[config.mk]
export PLATFORM = sky130hd
export DESIGN_NAME = bcd_timekeeper
export DESIGN_NICKNAME = d
export VERILOG_FILES = /design/src/rtl/vga_clock_pkg.sv /design/src/rtl/bcd_counter.sv /design/src/rtl/bcd_timekeeper.sv
export SDC_FILE = /design/constraint.sdc
export NUM_CORES = 1
export LEC_CHECK = 0
export ABC_AREA = 1
export CORE_ASPECT_RATIO = 0.5
export CORE_MARGIN = 2
export CORE_UTILIZATION = 50
export DETAILED_ROUTE_END_ITERATION = 10
export PLACE_DENSITY = 0.74
export REMOVE_ABC_BUFFERS = 1
export SLEW_MARGIN = 20
export SYNTH_ARGS = -nofsm -noshare
export SYNTH_HDL_FRONTEND = slang
export SYNTH_HIERARCHICAL = 1
export SYNTH_SLANG_ARGS = --single-unit
[constraint.sdc]
create_clock -name clk -period 7.7 [get_ports clk]
set_input_delay 2.31 -clock clk [delete_from_list [all_inputs] [get_ports clk]]
set_output_delay 2.31 -clock clk [all_outputs]
set_load 0.01 [all_outputs]
[src/rtl/vga_clock_pkg.sv]
// Shared widths, load_time field layout and range limits for the BCD timekeeper.
package vga_clock_pkg;

   // Display digit widths
   localparam int unsigned SEC_U_W = 4;
   localparam int unsigned SEC_D_W = 3;
   localparam int unsigned MIN_U_W = 4;
   localparam int unsigned MIN_D_W = 3;
   localparam int unsigned HRS_U_W = 4;
   localparam int unsigned HRS_D_W = 2;

   // load_time layout: {hrs_d, hrs_u, min_d, min_u, sec_d, sec_u}
   localparam int unsigned LOAD_W    = 20;
   localparam int unsigned SEC_U_LSB = 0;
   localparam int unsigned SEC_D_LSB = 4;
   localparam int unsigned MIN_U_LSB = 7;
   localparam int unsigned MIN_D_LSB = 11;
   localparam int unsigned HRS_U_LSB = 14;
   localparam int unsigned HRS_D_LSB = 18;

   // Legal-range limits
   localparam int unsigned BCD_MAX  = 9;
   localparam int unsigned SEC_MAX  = 59;
   localparam int unsigned MIN_MAX  = 59;
   localparam int unsigned HRS_MAX  = 23;
   localparam int unsigned HRS_NOON = 12;

   typedef struct packed {
      logic [HRS_D_W-1:0] hrs_d;
      logic [HRS_U_W-1:0] hrs_u;
      logic [MIN_D_W-1:0] min_d;
      logic [MIN_U_W-1:0] min_u;
      logic [SEC_D_W-1:0] sec_d;
      logic [SEC_U_W-1:0] sec_u;
   } time_bcd_t;

   // True when every digit is legal BCD and the time is within 00:00:00..23:59:59
   function automatic logic time_legal(input time_bcd_t t);
      logic units_ok;
      logic tens_ok;
      logic hrs_ok;
      units_ok = (t.sec_u <= SEC_U_W'(BCD_MAX)) && (t.min_u <= MIN_U_W'(BCD_MAX)) &&
                 (t.hrs_u <= HRS_U_W'(BCD_MAX));
      tens_ok  = (t.sec_d <= SEC_D_W'(SEC_MAX / 10)) && (t.min_d <= MIN_D_W'(MIN_MAX / 10));
      hrs_ok   = (t.hrs_d < HRS_D_W'(HRS_MAX / 10)) ||
                 ((t.hrs_d == HRS_D_W'(HRS_MAX / 10)) && (t.hrs_u <= HRS_U_W'(HRS_MAX % 10)));
      return units_ok && tens_ok && hrs_ok;
   endfunction

endpackage

[src/rtl/bcd_counter.sv]
// One two-digit BCD field (tens/units) with increment, parallel load and wrap carry.
// Exposes next-state digits so the parent can register derived display values
// in the same cycle the field updates.
module bcd_counter #(
   parameter int unsigned MAX_TENS              = 5,
   parameter int unsigned MAX_UNITS_AT_MAX_TENS = 9,
   parameter int unsigned TENS_W                = 3,
   parameter int unsigned RESET_TENS            = 0,
   parameter int unsigned RESET_UNITS           = 0
) (
   input  logic              clk,
   input  logic              reset_n,
   input  logic              i_inc,
   input  logic              i_load,
   input  logic [TENS_W-1:0] i_load_tens,
   input  logic [3:0]        i_load_units,
   output logic [TENS_W-1:0] o_tens,
   output logic [3:0]        o_units,
   output logic [TENS_W-1:0] o_tens_nxt_c,
   output logic [3:0]        o_units_nxt_c,
   output logic              o_carry_c
);

   localparam int unsigned UNITS_W = 4;

   logic [TENS_W-1:0]  r_tens;
   logic [UNITS_W-1:0] r_units;
   logic [TENS_W-1:0]  w_tens_nxt;
   logic [UNITS_W-1:0] w_units_nxt;
   logic               w_at_max;

   assign w_at_max = (r_tens == TENS_W'(MAX_TENS)) &&
                     (r_units == UNITS_W'(MAX_UNITS_AT_MAX_TENS));

   // Next digits: load wins, otherwise increment with units->tens ripple and field wrap
   always_comb begin
      w_tens_nxt  = r_tens;
      w_units_nxt = r_units;
      if (i_load) begin
         w_tens_nxt  = i_load_tens;
         w_units_nxt = i_load_units;
      end else if (i_inc) begin
         if (w_at_max) begin
            w_tens_nxt  = '0;
            w_units_nxt = '0;
         end else if (r_units == UNITS_W'(9)) begin
            w_tens_nxt  = r_tens + TENS_W'(1);
            w_units_nxt = '0;
         end else begin
            w_units_nxt = r_units + UNITS_W'(1);
         end
      end
   end

   // Digit state
   always_ff @(posedge clk or negedge reset_n) begin
      if (!reset_n) begin
         r_tens  <= TENS_W'(RESET_TENS);
         r_units <= UNITS_W'(RESET_UNITS);
      end else begin
         r_tens  <= w_tens_nxt;
         r_units <= w_units_nxt;
      end
   end

   assign o_tens        = r_tens;
   assign o_units       = r_units;
   assign o_tens_nxt_c  = w_tens_nxt;
   assign o_units_nxt_c = w_units_nxt;
   assign o_carry_c     = i_inc && !i_load && w_at_max;

endmodule

[src/rtl/bcd_timekeeper.sv]
// BCD time-of-day core for the VGA clock: prescaled seconds tick with carry ripple,
// per-field adjust pulses, checked time load and 12/24-hour display conversion.
// Optional alarm comparator enabled by defining TIMEKEEPER_ALARM_EN.
module bcd_timekeeper
   import vga_clock_pkg::*;
#(
   parameter int unsigned CLK_HZ     = 31_500_000,
   parameter int unsigned PRESCALE_W = $clog2(CLK_HZ),
   parameter int unsigned RESET_HRS  = 0
) (
   input  logic               clk,
   input  logic               reset_n,
   input  logic               mode_12h,
   input  logic               adj_sec,
   input  logic               adj_min,
   input  logic               adj_hrs,
   input  logic               load_valid,
   input  logic [LOAD_W-1:0]  load_time,
`ifdef TIMEKEEPER_ALARM_EN
   input  logic               alarm_set,
   input  logic               alarm_en,
   output logic               alarm,
`endif
   output logic               load_ready,
   output logic               load_err,
   output logic [SEC_U_W-1:0] sec_u,
   output logic [SEC_D_W-1:0] sec_d,
   output logic [MIN_U_W-1:0] min_u,
   output logic [MIN_D_W-1:0] min_d,
   output logic [HRS_U_W-1:0] hrs_u,
   output logic [HRS_D_W-1:0] hrs_d,
   output logic               pm,
   output logic               sec_tick,
   output logic               min_wrap
);

   localparam logic [PRESCALE_W-1:0] PRESC_MAX = PRESCALE_W'(CLK_HZ - 1);
   localparam int unsigned RST_HRS_D = RESET_HRS / 10;
   localparam int unsigned RST_HRS_U = RESET_HRS % 10;
   localparam int unsigned HBIN_W    = 5;

   logic [PRESCALE_W-1:0] r_presc;
   logic [PRESCALE_W-1:0] w_presc_nxt;
   logic                  r_pending;
   logic                  w_pending_nxt;
   logic                  r_load_ready;
   logic                  r_load_err;
   logic                  r_sec_tick;
   logic                  r_min_wrap;
   logic [HRS_U_W-1:0]    r_hrs_u;
   logic [HRS_D_W-1:0]    r_hrs_d;
   logic                  r_pm;

   logic w_tick;
   logic w_adj_any;
   logic w_legal;
   logic w_load_en;
   logic w_do_tick;
   logic w_sec_inc;
   logic w_min_inc;
   logic w_hrs_inc;
   logic w_sec_carry;
   logic w_min_carry;
   logic w_hrs_carry;
   logic w_sec_chg;
   logic w_min_chg;

   logic [SEC_U_W-1:0] w_sec_u, w_sec_u_nxt;
   logic [SEC_D_W-1:0] w_sec_d, w_sec_d_nxt;
   logic [MIN_U_W-1:0] w_min_u, w_min_u_nxt;
   logic [MIN_D_W-1:0] w_min_d, w_min_d_nxt;
   logic [HRS_U_W-1:0] w_hrs_u, w_hrs_u_nxt;
   logic [HRS_D_W-1:0] w_hrs_d, w_hrs_d_nxt;

   logic [HBIN_W-1:0]  w_hrs_bin;
   logic [HBIN_W-1:0]  w_disp_bin;
   logic [HRS_D_W-1:0] w_disp_d;
   logic [HRS_U_W-1:0] w_disp_u;
   logic               w_pm;

   assign w_tick    = (r_presc == PRESC_MAX);
   assign w_adj_any = adj_sec || adj_min || adj_hrs;
   assign w_legal   = time_legal(time_bcd_t'(load_time));
   assign w_load_en = load_valid && w_legal;

   // Load beats adjust beats tick; a deferred tick is replayed on the next free cycle
   assign w_do_tick = !load_valid && !w_adj_any && (w_tick || r_pending);
   assign w_sec_inc = !load_valid && (adj_sec || w_do_tick);
   assign w_min_inc = !load_valid && (adj_min || (w_do_tick && w_sec_carry));
   assign w_hrs_inc = !load_valid && (adj_hrs || (w_do_tick && w_min_carry));

   bcd_counter #(
      .MAX_TENS              (SEC_MAX / 10),
      .MAX_UNITS_AT_MAX_TENS (SEC_MAX % 10),
      .TENS_W                (SEC_D_W),
      .RESET_TENS            (0),
      .RESET_UNITS           (0)
   ) u_sec (
      .clk           (clk),
      .reset_n       (reset_n),
      .i_inc         (w_sec_inc),
      .i_load        (w_load_en),
      .i_load_tens   (load_time[SEC_D_LSB +: SEC_D_W]),
      .i_load_units  (load_time[SEC_U_LSB +: SEC_U_W]),
      .o_tens        (w_sec_d),
      .o_units       (w_sec_u),
      .o_tens_nxt_c  (w_sec_d_nxt),
      .o_units_nxt_c (w_sec_u_nxt),
      .o_carry_c     (w_sec_carry)
   );

   bcd_counter #(
      .MAX_TENS              (MIN_MAX / 10),
      .MAX_UNITS_AT_MAX_TENS (MIN_MAX % 10),
      .TENS_W                (MIN_D_W),
      .RESET_TENS            (0),
      .RESET_UNITS           (0)
   ) u_min (
      .clk           (clk),
      .reset_n       (reset_n),
      .i_inc         (w_min_inc),
      .i_load        (w_load_en),
      .i_load_tens   (load_time[MIN_D_LSB +: MIN_D_W]),
      .i_load_units  (load_time[MIN_U_LSB +: MIN_U_W]),
      .o_tens        (w_min_d),
      .o_units       (w_min_u),
      .o_tens_nxt_c  (w_min_d_nxt),
      .o_units_nxt_c (w_min_u_nxt),
      .o_carry_c     (w_min_carry)
   );

   bcd_counter #(
      .MAX_TENS              (HRS_MAX / 10),
      .MAX_UNITS_AT_MAX_TENS (HRS_MAX % 10),
      .TENS_W                (HRS_D_W),
      .RESET_TENS            (RST_HRS_D),
      .RESET_UNITS           (RST_HRS_U)
   ) u_hrs (
      .clk           (clk),
      .reset_n       (reset_n),
      .i_inc         (w_hrs_inc),
      .i_load        (w_load_en),
      .i_load_tens   (load_time[HRS_D_LSB +: HRS_D_W]),
      .i_load_units  (load_time[HRS_U_LSB +: HRS_U_W]),
      .o_tens        (w_hrs_d),
      .o_units       (w_hrs_u),
      .o_tens_nxt_c  (w_hrs_d_nxt),
      .o_units_nxt_c (w_hrs_u_nxt),
      .o_carry_c     (w_hrs_carry)
   );

   assign w_sec_chg = {w_sec_d_nxt, w_sec_u_nxt} != {w_sec_d, w_sec_u};
   assign w_min_chg = {w_min_d_nxt, w_min_u_nxt} != {w_min_d, w_min_u};

   // Prescaler restart and pending-tick bookkeeping
   always_comb begin
      w_presc_nxt   = w_tick ? '0 : r_presc + PRESCALE_W'(1);
      w_pending_nxt = r_pending;
      if (w_load_en || (!load_valid && adj_sec)) begin
         w_presc_nxt = '0;
      end
      if (load_valid) begin
         w_pending_nxt = 1'b0;
      end else if (w_adj_any) begin
         w_pending_nxt = r_pending || w_tick;
      end else begin
         w_pending_nxt = r_pending && w_tick;
      end
   end

   // Hour display: 24-hour value or 12-hour conversion of the next internal hour
   always_comb begin
      w_hrs_bin  = HBIN_W'(w_hrs_d_nxt) * HBIN_W'(10) + HBIN_W'(w_hrs_u_nxt);
      w_pm       = (w_hrs_bin >= HBIN_W'(HRS_NOON));
      w_disp_bin = w_hrs_bin;
      if (mode_12h) begin
         if (w_hrs_bin == '0) begin
            w_disp_bin = HBIN_W'(HRS_NOON);
         end else if (w_hrs_bin > HBIN_W'(HRS_NOON)) begin
            w_disp_bin = w_hrs_bin - HBIN_W'(HRS_NOON);
         end
      end
      w_disp_d = '0;
      if (w_disp_bin >= HBIN_W'(20)) begin
         w_disp_d = HRS_D_W'(2);
      end else if (w_disp_bin >= HBIN_W'(10)) begin
         w_disp_d = HRS_D_W'(1);
      end
      w_disp_u = HRS_U_W'(w_disp_bin - HBIN_W'(w_disp_d) * HBIN_W'(10));
   end

   // Prescaler, pending flag and registered status/display outputs
   always_ff @(posedge clk or negedge reset_n) begin
      if (!reset_n) begin
         r_presc      <= '0;
         r_pending    <= 1'b0;
         r_load_ready <= 1'b0;
         r_load_err   <= 1'b0;
         r_sec_tick   <= 1'b0;
         r_min_wrap   <= 1'b0;
         r_hrs_u      <= HRS_U_W'(RST_HRS_U);
         r_hrs_d      <= HRS_D_W'(RST_HRS_D);
         r_pm         <= (RESET_HRS >= HRS_NOON);
      end else begin
         r_presc      <= w_presc_nxt;
         r_pending    <= w_pending_nxt;
         r_load_ready <= 1'b1;
         r_load_err   <= load_valid && !w_legal;
         r_sec_tick   <= w_sec_chg;
         r_min_wrap   <= w_min_chg;
         r_hrs_u      <= w_disp_u;
         r_hrs_d      <= w_disp_d;
         r_pm         <= w_pm;
      end
   end

`ifdef TIMEKEEPER_ALARM_EN
   logic [HRS_D_W-1:0] r_alm_hrs_d;
   logic [HRS_U_W-1:0] r_alm_hrs_u;
   logic [MIN_D_W-1:0] r_alm_min_d;
   logic [MIN_U_W-1:0] r_alm_min_u;
   logic               r_alarm;
   logic               w_hrs_chg;
   logic               w_alarm_hit;

   assign w_hrs_chg   = {w_hrs_d_nxt, w_hrs_u_nxt} != {w_hrs_d, w_hrs_u};
   assign w_alarm_hit = (w_sec_chg || w_min_chg || w_hrs_chg) &&
                        ({w_hrs_d_nxt, w_hrs_u_nxt} == {r_alm_hrs_d, r_alm_hrs_u}) &&
                        ({w_min_d_nxt, w_min_u_nxt} == {r_alm_min_d, r_alm_min_u}) &&
                        ({w_sec_d_nxt, w_sec_u_nxt} == '0);

   // Alarm time capture and latched alarm flag (cleared by disable or any adjust)
   always_ff @(posedge clk or negedge reset_n) begin
      if (!reset_n) begin
         r_alm_hrs_d <= '0;
         r_alm_hrs_u <= '0;
         r_alm_min_d <= '0;
         r_alm_min_u <= '0;
         r_alarm     <= 1'b0;
      end else begin
         if (alarm_set) begin
            r_alm_hrs_d <= load_time[HRS_D_LSB +: HRS_D_W];
            r_alm_hrs_u <= load_time[HRS_U_LSB +: HRS_U_W];
            r_alm_min_d <= load_time[MIN_D_LSB +: MIN_D_W];
            r_alm_min_u <= load_time[MIN_U_LSB +: MIN_U_W];
         end
         if (!alarm_en || w_adj_any) begin
            r_alarm <= 1'b0;
         end else if (w_alarm_hit) begin
            r_alarm <= 1'b1;
         end
      end
   end

   assign alarm = r_alarm;
`endif

   assign load_ready = r_load_ready;
   assign load_err   = r_load_err;
   assign sec_u      = w_sec_u;
   assign sec_d      = w_sec_d;
   assign min_u      = w_min_u;
   assign min_d      = w_min_d;
   assign hrs_u      = r_hrs_u;
   assign hrs_d      = r_hrs_d;
   assign pm         = r_pm;
   assign sec_tick   = r_sec_tick;
   assign min_wrap   = r_min_wrap;

endmodule

# Word level (Yosys, flattened, before mapping)
# Index checks and enable logic that the tools add are counted.
# Widths: inputs -> output; s select.
[totals]
regBits = 57
latchBits = 0
mem_bits_rw = 0
rom_bits = 0
in_bits = 27
wordCells = 119
memories = 0
[classes]
n_addsub = 10
n_mul = 2
div = 0
order_cmp = 11
n_eq_ne = 11
n_shift = 0
mux = 33
n_bitwise = 0
n_reduce_logical = 37
[ops]
columns = ["op", "count"]
rows = [
  ["$mux 25", 2],
  ["$mux 4", 12],
  ["$add 25x1->25 const B", 1],
  ["$eq 25x25->1 const B", 1],
  ["$logic_and 1x1->1", 24],
  ["$mux 3", 8],
  ["$mux 5", 3],
  ["$ne 7x7->1", 2],
  ["$add 4x1->4 const B", 3],
  ["$eq 4x4->1 const B", 3],
  ["$le 4x4->1 const B", 3],
  ["$ge 5x4->1 const B", 2],
  ["$mux 2", 5],
  ["$logic_or 1x1->1", 8],
  ["$add 3x1->3 const B", 2],
  ["$eq 3x3->1 const B", 2],
  ["$le 3x3->1 const B", 2],
  ["$add 5x4->5", 1],
  ["$ge 5x5->1 const B", 1],
  ["$gt 5x4->1 const B", 1],
  ["$logic_not 5->1", 1],
  ["$sub 5x4->5 const B", 1],
  ["$eq 2x2->1 const B", 2],
  ["$eq 4x2->1 const B", 1],
  ["other kinds (8)", 13],
]

# Logic depth before layout (Yosys ltp)
[logic_depth]
ltp_word = 30
depth_mapped = 47
mapped_depth_nobuf = 47

# Cells and area by module
# The synthesis kept the hierarchy.
[by_module_without_submodules]
columns = ["module", "instances", "cells_each", "area_per_inst_um2"]
rows = [
  ["bcd_timekeeper", 1, 300, 2462.4],
  ["bcd_counter (u_min ...)", 2, 64, 485.5],
  ["bcd_counter (u_hrs)", 1, 63, 427.9],
]

# Least setup slack after synthesis
# No wires, ideal clock.
[synth_path]
kind = "input-to-reg"
start = "input port adj_sec"
end = "register r_hrs_u[3] (netlist: hrs_u[3])"
arrival_ns = 7.839
setup_slack_ns = -0.204
cell_stages = 38
n_path_buf = 0
path_cell_list = "nor3_1 -> inv_1 -> nor2_1 -> nor2_1 -> nor2_1 -> nand4_4 -> nor3_1 -> nand2_1 -> a21oi_1 -> nand4_4 -> nor3_1 -> nand2_1 -> a21oi_1 -> nand2_1 -> nor2_2 -> nand2_1 -> a21oi_2 -> ha_1 -> [2 not listed] -> xnor2_2 -> ha_1 -> inv_1 -> nor3_1 -> o21ai_2 -> nand2_1 -> nand3_1 -> nand2_1 -> clkinv_1 -> nor2_1 -> nand2_1 -> nand2_1 -> ha_1 -> inv_1 -> fa_1 -> inv_1 -> nand3_1 -> nand2_1"
[synth_between]
word_cells_on_any_way = 35
cone_classes = "add/sub: 3; mul: 2; order compare: 3; mux: 9; reduce/logical: 18"
[synth_rtl]
columns = ["item", "line_no", "rtl"]
rows = [
  ["start: declaration", "bcd_timekeeper.sv:14", "input logic adj_sec,"],
  ["$logic_or 1x1->1 (2 in a row)", "bcd_timekeeper.sv:82", "assign w_adj_any = adj_sec || adj_min || adj_hrs;"],
  ["$logic_not 1->1", "bcd_timekeeper.sv:87", "assign w_do_tick = !load_valid && !w_adj_any && (w_tick || r_pending);"],
  ["$logic_and 1x1->1 (2 in a row)", "bcd_timekeeper.sv:87", ""],
  ["$logic_or 1x1->1 *", "bcd_timekeeper.sv:88", "assign w_sec_inc = !load_valid && (adj_sec || w_do_tick);"],
  ["$logic_and 1x1->1 *", "bcd_timekeeper.sv:88", ""],
  ["net w_sec_inc", "bcd_timekeeper.sv:59", "logic w_sec_inc;"],
  ["$logic_and 1x1->1 * (2 in a row)", "bcd_counter.sv:70", "assign o_carry_c = i_inc && !i_load && w_at_max;"],
  ["net w_sec_carry", "bcd_timekeeper.sv:62", "logic w_sec_carry;"],
  ["[3 not listed]", "-", ""],
  ["net w_min_inc", "bcd_timekeeper.sv:60", "logic w_min_inc;"],
  ["[2 not listed]", "-", ""],
  ["net w_min_carry", "bcd_timekeeper.sv:63", "logic w_min_carry;"],
  ["[3 not listed]", "-", ""],
  ["net w_hrs_inc", "bcd_timekeeper.sv:61", "logic w_hrs_inc;"],
  ["[2 not listed]", "-", ""],
  ["net w_hrs_u_nxt[1]", "bcd_timekeeper.sv:72", "logic [HRS_U_W-1:0] w_hrs_u, w_hrs_u_nxt;"],
  ["[4 not listed]", "-", ""],
  ["$mux 5 *", "bcd_timekeeper.sv:176", "if (mode_12h) begin"],
  ["$ge 5x4->1", "bcd_timekeeper.sv:186", "end else if (w_disp_bin >= HBIN_W'(10)) begin"],
  ["$mux 1", "bcd_timekeeper.sv:186", ""],
  ["$mux 2 *", "bcd_timekeeper.sv:184", "if (w_disp_bin >= HBIN_W'(20)) begin"],
  ["net w_disp_d[0]", "bcd_timekeeper.sv:77", "logic [HRS_D_W-1:0] w_disp_d;"],
  ["$mul 2x3->3 *", "bcd_timekeeper.sv:189", "w_disp_u = HRS_U_W'(w_disp_bin - HBIN_W'(w_disp_d) * HBIN_W'(10));"],
  ["$sub 4x4->4 *", "bcd_timekeeper.sv:189", ""],
  ["net w_disp_u[3]", "bcd_timekeeper.sv:78", "logic [HRS_U_W-1:0] w_disp_u;"],
  ["end signal: assignment", "bcd_timekeeper.sv:201", "r_hrs_u <= HRS_U_W'(RST_HRS_U);"],
  ["end signal: assignment", "bcd_timekeeper.sv:211", "r_hrs_u <= w_disp_u;"],
  ["end: declaration", "bcd_timekeeper.sv:50", "logic [HRS_U_W-1:0] r_hrs_u;"],
]
# Mark *: on every way through the listed nets, which the timed path passes. The rest lies on a longest branch.

# Final worst setup path
[layout_path]
start = "input port adj_hrs"
end = "register r_hrs_u[2] (netlist: hrs_u[2])"
[layout_between]
word_cells_on_any_way = 34
cone_classes = "add/sub: 3; mul: 2; order compare: 3; mux: 9; reduce/logical: 17"
[layout_rtl]
columns = ["item", "line_no", "rtl"]
rows = [
  ["start: declaration", "bcd_timekeeper.sv:16", "input logic adj_hrs,"],
  ["$logic_or 1x1->1 *", "bcd_timekeeper.sv:82", ""],
  ["$logic_not 1->1 *", "bcd_timekeeper.sv:87", ""],
  ["$logic_and 1x1->1 * (2 in a row)", "bcd_timekeeper.sv:87", ""],
  ["$logic_or 1x1->1 *", "bcd_timekeeper.sv:88", ""],
  ["$logic_and 1x1->1 *", "bcd_timekeeper.sv:88", ""],
  ["net w_sec_inc", "bcd_timekeeper.sv:59", ""],
  ["$logic_and 1x1->1 * (2 in a row)", "bcd_counter.sv:70", ""],
  ["net w_sec_carry", "bcd_timekeeper.sv:62", ""],
  ["[3 not listed]", "-", ""],
  ["net w_min_inc", "bcd_timekeeper.sv:60", ""],
  ["[2 not listed]", "-", ""],
  ["net w_min_carry", "bcd_timekeeper.sv:63", ""],
  ["[3 not listed]", "-", ""],
  ["net w_hrs_inc", "bcd_timekeeper.sv:61", ""],
  ["[2 not listed]", "-", ""],
  ["net w_hrs_u_nxt[1]", "bcd_timekeeper.sv:72", ""],
  ["[4 not listed]", "-", ""],
  ["$mux 5 *", "bcd_timekeeper.sv:176", ""],
  ["$ge 5x4->1", "bcd_timekeeper.sv:186", ""],
  ["$mux 1", "bcd_timekeeper.sv:186", ""],
  ["$mux 2 *", "bcd_timekeeper.sv:184", ""],
  ["net w_disp_d[0]", "bcd_timekeeper.sv:77", ""],
  ["$mul 2x3->3 *", "bcd_timekeeper.sv:189", ""],
  ["$sub 4x4->4 *", "bcd_timekeeper.sv:189", ""],
  ["net w_disp_u[2]", "bcd_timekeeper.sv:78", ""],
]
# Marks and branches as above.

==> run metrics <==
DR top layer=met4; Iter 0 DRT Violations=approximately 250; Reg-to-Reg Start=r_presc[0]; HP Start=r_presc[0]; post-DP HPWL=6690 um; fraction of layout instances using a drive strength above 1=18.7%; fill count=about 600; DR vias=3481; Pleak=around 2.4 nW; metal1 wirelength=4190 um; Crit Path Category=primary input to flip-flop; Synth Instances=490; initial antenna violation count=0; metal3 WL=350 um; first-pass GRT wire length=14700 um; Fmax achieved=136 MHz; Post-Syn Area=0.00386 mm^2; max_cap viols=0; pwr dens=391 mW/mm^2; DR vias/cell=5.13; Reg clk slew, reported paths=0.05 ns; Worst-Skew Late Latency=about 0.33 ns; core box area=0.00740 mm^2; GRT overflow=0; Clock Path Buffers=2; CTS tree=done; nets@finish=624; Final min period=7.37 ns; Clock Sinks=57; io pins=between 50 and 60; worst vdd ir=385 uV; crit path DAT=between 7 and 8 ns; Slew HR=51.8%; die area=0.00848 mm^2; Root Driver=clkbuf_16; most used cell, CP=nand2_1; outcome=completed; synthesis-to-finish area growth=30.8%; final hold violations=0; vias in the first global route=3166; Final Slew Violations=0; die width=128 um; data required time of the worst path=approximately 7.9 ns; Reg2Reg Setup Slack=1.53 ns; largest net degree at the start of global routing=58; worst slew pin tran=0.723 ns; Fin Hold WS=0.462 ns; drt drc=0; fin crit share=a little over nine tenths; CP Launch Type=primary input; Syn Area/Cell=between 7 and 8 um^2; endpoint type of the worst setup path=flip-flop; port buffer count=51; slowest CP cell=clkdlybuf4s50_1; WL/cell=~13 um; FF-to-FF End=hrs_u[2]; setup violators final=0; H-tree depth=3; met2 WL post-DR=about 4400 um; FP Rows=22; worst hold path depth=1; Synth warnings=6; crit path max fanout=4; total power=1.97 mW; CTS Hold Bufs=0; worst clock skew=roughly 0.0032 ns; Die Y=66.1 um; worst hold path class=flip-flop to flip-flop; Placer Congestion=0.936; DRT antenna net count=0; Global Route Usage Sum=22.6%; Num CTS Buffers=9; DRT Wirelength=9080 um; Hold EP=r_presc[0]; Worst path max stage delay=0.43 ns; iteration count of the initial detailed-routing pass=4; RSZ-0062 raised after global routing=yes; Starting Density=52.1%; Worst Reg-to-Reg Cells=41; ant diodes=0
[where the power goes]
| part | internal, mW | switching (mW) | total (mW) |
|---|---|---|---|
| Sequential | 0.387 | 0.0951 | 0.482 |
| Combinational | 0.524 | 0.568 | 1.09 |
| Clock | 0.258 | 0.142 | 0.400 |
| Total | 1.17 | 0.805 | 1.97 |
[area by class of cell]
cell class	count	area (um^2)	area share [%]
Clock buffer	11	243	4.81
Clock inverter	5	55.1	1.09
Inverter	73	288	5.70
Multi-Input combinational cell	354	2180	43.1
Sequential cell	57	1430	28.3
Tap cell	96	120	2.38
Timing Repair Buffer	82	738	14.6
[layout by cell type (no fill, tap or decap), types with 4 or more instances in the layout]
master and instances:
nand2_1 104, inv_1 63, dfrtp_1 57, clkdlybuf4s50_1 50, nor2_1 49, buf_4 31
xor2_1 25, nand3_1 21, nand4_1 17, ha_1 16, a21oi_1 13, o21ai_1 13
nor2_2 11, inv_2 9, nor3_1 9, xnor2_1 9, clkbuf_16 9, nand2_2 8
nor4_1 6, a21oi_2 5, nand3_2 4, nor3_2 4
[registers in the layout (all words and copies together) (netlist names), 2 cells and up]
register,flops
u_min/o_units,4
u_hrs/o_units,4
hrs_u,4
u_sec/o_tens,3
u_min/o_tens,3
u_hrs/o_tens,2
hrs_d,2
r_presc,25
u_sec/o_units,4
[through the flow]
step | cell area (um^2) | setup TNS (ns) | cells | utilization (%) | setup slack, ns
after floorplan | 3820 | -0.343 | 484 | - | -0.208
after global placement | 4660 | -0.0919 | 658 | 62.9 | -0.0732
after detailed placement | 4660 | -0.549 | 658 | 62.9 | -0.317
after CTS | 4960 | 0 | 674 | 67.0 | 0.102
after global routing | 5050 | -0.194 | 678 | 68.1 | -0.106
final | 5050 | 0 | 678 | 68.1 | 0.330
[per-layer routing]
| metal | vias up | GRT usage, % |
|---|---|---|
| li1 | 1758 | - |
| met1 | 1646 | 28.1 |
| met2 | 68 | 38.1 |
| met3 | 9 | 5.91 |
| met4 | 0 | 9.07 |
| met5 | - | 0 |
[timing repair]
action,CTS,global route
setup buffers,0,4
setup endpoints to repair,1,3
resized for setup,1,17
pin swaps,0,17
cloned,0,0
[critical path: cells and delay by family]
family                     cells  cell delay, ns
and+or+nand+nor               19            2.16
adders and majority gates      5            1.37
buffers and inverters          7            0.86
AOI/OAI and AO/OA              4            0.64
xor gates and xnor gates       1            0.21
[worst max path at each step]
stage | endpoint | start | cells past startpoint
floorplan | hrs_u[3] | adj_sec | 38
CTS | hrs_u[3] | adj_sec | 38
finish | hrs_u[2] | adj_hrs | 36
global route | hrs_u[3] | adj_hrs | 41
detailed placement | hrs_u[3] | adj_sec | 39
global placement | hrs_u[3] | adj_sec | 39
Note: power is estimated with default switching activity, not from simulation.
